## src/rtl/round_timer_ctrl_pkg.sv

```systemverilog
// Shared state encoding and timing defaults for the round countdown bar.
// Decoded by the game FSM and debug overlay as well as the controller.
package round_timer_ctrl_pkg;

    localparam int unsigned CLK_HZ           = 40_000_000;
    localparam int unsigned TICK_DIV_DEFAULT = CLK_HZ / 1000;

    typedef enum logic [2:0] {
        S_OFF     = 3'd0,
        S_ARM     = 3'd1,
        S_RUN     = 3'd2,
        S_PAUSE   = 3'd3,
        S_TIMEOUT = 3'd4,
        S_GAP     = 3'd5
    } state_e;

endpackage

```

## src/rtl/round_timer_ctrl_ms_tick.sv

```systemverilog
// Gated prescaler emitting a registered 1-cycle tick every TICK_DIV running cycles.
// Holds its count while run is low; clear wins over run and swallows any tick.
module ms_tick_gen
    import round_timer_ctrl_pkg::*;
#(
    parameter int unsigned TICK_DIV = TICK_DIV_DEFAULT
) (
    input  logic clk,
    input  logic rst,
    input  logic run,
    input  logic clear,
    output logic tick
);

    localparam int unsigned CW = (TICK_DIV > 1) ? $clog2(TICK_DIV) : 1;

    logic [CW-1:0] cnt_q, cnt_d;
    logic          tick_q, tick_d;

    always_comb begin
        cnt_d  = cnt_q;
        tick_d = 1'b0;
        if (clear) begin
            cnt_d = '0;
        end else if (run) begin
            if (cnt_q == CW'(TICK_DIV - 1)) begin
                cnt_d  = '0;
                tick_d = 1'b1;
            end else begin
                cnt_d = cnt_q + 1'b1;
            end
        end
    end

    always_ff @(posedge clk) begin
        if (rst) begin
            cnt_q  <= '0;
            tick_q <= 1'b0;
        end else begin
            cnt_q  <= cnt_d;
            tick_q <= tick_d;
        end
    end

    assign tick = tick_q;

endmodule

```

## src/rtl/round_timer_ctrl.sv

```systemverilog
// Round countdown-bar sequencer between the game FSM and the bar renderer.
// Drives bar enable/start, gated 1 ms tick, time-out/clear pulses and round count.
module round_timer_ctrl
    import round_timer_ctrl_pkg::*;
#(
    parameter int unsigned TICK_DIV   = TICK_DIV_DEFAULT,
    parameter int unsigned GAP_CYCLES = 4,
    parameter int unsigned MAX_ROUND  = 15
) (
    input  logic       clk,
    input  logic       rst,
    input  logic       game_active,
    input  logic       first_move,
    input  logic       pause_toggle,
    input  logic       level_done,
    input  logic       bar_elapsed,
    output logic       one_ms_tick,
    output logic       bar_en,
    output logic       bar_start,
    output logic       time_up,
    output logic       round_cleared,
    output logic       paused,
    output logic [3:0] round_no
);

    localparam int unsigned GW = $clog2(GAP_CYCLES + 1);

    state_e        state_q, state_d;
    logic [GW-1:0] gap_q, gap_d;
    logic [3:0]    round_q, round_d;
    logic          bar_en_q, bar_en_d;
    logic          bar_start_q, bar_start_d;
    logic          time_up_q, time_up_d;
    logic          cleared_q, cleared_d;
    logic          paused_q, paused_d;
    logic          presc_run, presc_clear;

    always_comb begin
        state_d     = state_q;
        gap_d       = gap_q;
        round_d     = round_q;
        bar_start_d = 1'b0;
        time_up_d   = 1'b0;
        cleared_d   = 1'b0;
        if (!game_active) begin
            state_d = S_OFF;
            round_d = '0;
        end else begin
            unique case (state_q)
                S_OFF:   state_d = S_ARM;
                S_ARM: begin
                    if (first_move) begin
                        state_d     = S_RUN;
                        bar_start_d = 1'b1;
                    end
                end
                S_RUN: begin
                    if (level_done) begin
                        state_d   = S_GAP;
                        gap_d     = GW'(GAP_CYCLES - 1);
                        cleared_d = 1'b1;
                        if (round_q != 4'(MAX_ROUND)) round_d = round_q + 4'd1;
                    end else if (bar_elapsed) begin
                        state_d   = S_TIMEOUT;
                        time_up_d = 1'b1;
                    end else if (pause_toggle) begin
                        state_d = S_PAUSE;
                    end
                end
                S_PAUSE: if (pause_toggle) state_d = S_RUN;
                S_TIMEOUT: state_d = S_TIMEOUT;
                S_GAP: begin
                    // Loaded with GAP_CYCLES-1 so bar_en stays low exactly GAP_CYCLES cycles.
                    if (gap_q == '0) state_d = S_ARM;
                    else             gap_d   = gap_q - 1'b1;
                end
                default: state_d = S_OFF;
            endcase
        end
        bar_en_d = state_d inside {S_ARM, S_RUN, S_PAUSE, S_TIMEOUT};
        paused_d = (state_d == S_PAUSE);
    end

    always_ff @(posedge clk) begin
        if (rst) begin
            state_q     <= S_OFF;
            gap_q       <= '0;
            round_q     <= '0;
            bar_en_q    <= 1'b0;
            bar_start_q <= 1'b0;
            time_up_q   <= 1'b0;
            cleared_q   <= 1'b0;
            paused_q    <= 1'b0;
        end else begin
            state_q     <= state_d;
            gap_q       <= gap_d;
            round_q     <= round_d;
            bar_en_q    <= bar_en_d;
            bar_start_q <= bar_start_d;
            time_up_q   <= time_up_d;
            cleared_q   <= cleared_d;
            paused_q    <= paused_d;
        end
    end

    // Clearing on the start strobe makes the first tick land a full period after bar_start.
    assign presc_run   = state_q inside {S_ARM, S_RUN};
    assign presc_clear = !game_active || (state_q inside {S_OFF, S_GAP}) || bar_start_d;

    ms_tick_gen #(.TICK_DIV(TICK_DIV)) u_tick (
        .clk   (clk),
        .rst   (rst),
        .run   (presc_run),
        .clear (presc_clear),
        .tick  (one_ms_tick)
    );

    assign bar_en        = bar_en_q;
    assign bar_start     = bar_start_q;
    assign time_up       = time_up_q;
    assign round_cleared = cleared_q;
    assign paused        = paused_q;
    assign round_no      = round_q;

endmodule
```

## config.mk

```make
export PLATFORM = sky130hd
export DESIGN_NAME = round_timer_ctrl
export DESIGN_NICKNAME = d
export VERILOG_FILES = /design/src/rtl/round_timer_ctrl_pkg.sv /design/src/rtl/round_timer_ctrl_ms_tick.sv /design/src/rtl/round_timer_ctrl.sv
export SDC_FILE = /design/constraint.sdc
export NUM_CORES = 1
export LEC_CHECK = 0
export BUFFER_PORTS_ARGS = -buffer_cell sky130_fd_sc_hd__buf_2
export CAP_MARGIN = 10
export CORE_ASPECT_RATIO = 0.5
export CORE_MARGIN = 1
export CORE_UTILIZATION = 35
export DETAILED_ROUTE_END_ITERATION = 6
export GPL_TIMING_DRIVEN = 0
export HOLD_SLACK_MARGIN = 0.03
export PLACE_DENSITY = 0.56
export REMOVE_ABC_BUFFERS = 1
export SETUP_SLACK_MARGIN = 0.3
export SYNTH_ARGS = -nofsm -noshare
export SYNTH_HDL_FRONTEND = slang
export SYNTH_SLANG_ARGS = --single-unit
export TNS_END_PERCENT = 100
```

## constraint.sdc

```tcl
create_clock -name clk -period 3.2 [get_ports clk]
set_clock_uncertainty 0.05 [all_clocks]
set_input_delay 0.16 -clock clk [delete_from_list [all_inputs] [get_ports clk]]
set_output_delay 0.16 -clock clk [all_outputs]
set_load 0.05 [all_outputs]
```

==> metrics.txt <==
post-route minimum period 2.41 ns; Fmax 414 MHz; placed cell areas 1610 um2; unrepaired setup endpoints after global routing false; Area Overhead vs Synth 14.0%; wire per inst 11.7 um; CP Data Arrival Time 2.57 ns; layout cells sized above 1 12.6%; initial core utilization 37.3%; CP Capture Type flop; final slew viol count 0; endpoints failing setup 0; most frequent cells in the layout dfxtp_1 (32), nor2_1 (17), buf_2 (16); Post-synth EDFFs 0; worst hold stages 2; area fraction in compound gates after synthesis 14.1%; WL met2 1.27 mm; Post-route DRC 0; H-tree depth 2; register clock-pin slew on the reported worst setup and hold paths 0.07 ns; via count 1,242; XOR/XNOR Fraction of Synth Area under 10%; proportion of synthesized area in mux cells 0%; DP Cell Count 237; Simple-Gate Fraction of Synth Area a little under 30%; synth warn 0; CTS Buffer Depth 2; worst reg2reg startpoint state_q[1]; worst-path cell chain xnor2_1 > or4_1 > or4_1 > a21oi_1; Max IR drop VDD 0.000136 V; first-pass detailed-route iteration total 4; pwr/cell area 446 nW/um2; sequential cell area fraction in the yosys report 43.1%; Worst path max stage delay 0.75 ns; die span in x 94.2 um; CTS tree built; gr usage total about 14%; fin cells approximately 250; DRT antenna net count 0; antenna violations before repair 0; CP startpoint kind flop; pre-CTS setup slack a little under 0.8 ns; WL met1 1.47 mm; vias in the first global route 1,019; Crit path required time about 3.4 ns; Post-Syn Area 1490 um2; hpwl dp 1.94 mm; Highest Signal Layer met4; slowest stage cell, crit path or4_1; post-route cell area 1700 um2; Slew @ Worst Pin 0.866 ns; routed wl met3 approximately 100 um; r2r setup slk approximately 0.8 ns; critical path type flop to flop; Main synth FF type dfxtp_1; Routed WL 2.86 mm; cell count of the worst reg-to-reg path 4; most common cell after layout, fill and taps aside dfxtp_1; Rel. slew slack about two fifths; Post-synth ARST share 0%; CP max FO 13; Inserted Clock Buffers 5; IO Port Bufs 16; vias per cell slightly above 5; largest family of logic cells by synthesized area simple AND/OR/NAND/NOR gates; worst min-delay path startpoint rst; TritonCTS Sinks 32; Post-CTS Resized 0; worst skew pair latency 0.28 ns; status completed; Tot Pwr ~0.76 mW; area share of fa/ha/maj cells after synthesis 3.36%; Hold EP gap_q[1]; hold buffer count at CTS 0; IO Count 17; Hold Vio Cnt, Final 0; synthesized instance count around 170; Die Ht 48.1 um; RePlAce Congestion 0.695; total gr overflow 0; Post-CTS Setup Inserts 0; Die Area between 4000 and 5000 um2; final cycle utilization of the critical path 75.5%; Hold Slack between 0.05 and 0.06 ns; FF+latch count, synth 32; most frequent CP cell or4_1; TNS Setup 0 ns; Final WS setup slightly below 0.8 ns; Final #Nets around 200; Max-Cap Viols 0; CORE AREA 3980 um2; mean post-synth cell area 8.55 um2; first-pass GRT wire length ~4.6 mm; fin util 42.6%; Netlist cell types 35; largest net degree at the start of global routing 19; reg2reg end u_tick.cnt_q[15]; initial DRC count 47; clk root buf clkbuf_8; worst hold path class primary input to flop; leakage power about 0.6 nW; antenna cells 0; num rows 16
[worst max-delay path, delay by kind of cell (launching register included)]
| family | cells | cell delay (ns) |
|---|---|---|
| AO/OA/AOI/OAI | 1 | 0.14 |
| XOR/XNOR | 1 | 0.28 |
| AND/OR/NAND/NOR | 2 | 1.31 |
| flip-flops | 1 | 0.56 |
[Yosys cell counts, drive strengths merged (2+ instances only)]
cell type,number,share of area [%]
nand2,11,2.8
nor2,17,4.3
dfxtp,32,43
nor3b,2,1.0
a21o,3,1.5
and3,4,1.7
nor4,3,1.3
ha,4,3.4
nand2b,4,1.7
or4,2,1.0
a21oi,14,4.7
nor2b,2,0.84
buf,2,0.67
nor3,5,1.7
or3,8,3.4
nand3,8,2.7
nand4,6,2.5
o21ai,11,3.7
or4b,2,1.3
xnor2,6,3.5
inv,5,1.3
and4,3,1.8
clkbuf,5,1.3
xor2,5,2.9
[layer usage]
layer  global-route usage, %  vias up
li1                        -      658
met1                    17.9      562
met2                    20.7       20
met3                    5.61        2
met4                    5.54        0
met5                       0        -
[power by group]
part	internal, mW	switching [mW]	total [mW]
clock network	0.175	0.145	0.321
registers	0.401	0.00366	0.404
logic	0.0114	0.0209	0.0323
total	0.588	0.170	0.757
[layout make-up]
cell class / count / area [um2]
Clock buffer: 8 / 90.1
Fill cell: 399 / 2290
Inverter: 5 / 18.8
Multi-Input combinational cell: 130 / 800
Sequential cell: 32 / 641
Tap cell: 54 / 67.6
Timing Repair Buffer: 16 / 80.1
[state kept, by name, indices dropped and copies added, names as in the netlist]
register	cells
u_tick.cnt_q	16
round_no	4
gap_q	3
state_q	3
bar_en	1
bar_start	1
paused	1
round_cleared	1
time_up	1
u_tick.tick	1
[how the worst max path moves through the flow]
stage	start	depth (start not counted)	slack, ns	end
3_3_place_gp	state_q[1]	4	0.79	u_tick.cnt_q[15]
5_1_grt	state_q[1]	4	0.55	u_tick.cnt_q[15]
6_report	state_q[1]	4	0.79	u_tick.cnt_q[15]
4_1_cts	state_q[1]	4	0.76	u_tick.cnt_q[15]
2_1_floorplan	state_q[1]	4	1.08	u_tick.cnt_q[15]
3_5_place_dp	state_q[1]	4	0.79	u_tick.cnt_q[15]
[cells by family (layout without fill, tap and decap cells)]
kind of cell | count (synthesis) | after routing
AO/OA/AOI/OAI | 35 | 35
XOR/XNOR | 11 | 11
adder cells (fa/ha/maj) | 4 | 4
buffers and inverters | 12 | 29
flip-flops | 32 | 32
AND/OR/NAND/NOR | 80 | 80
Power figures use the tool's default switching activity.
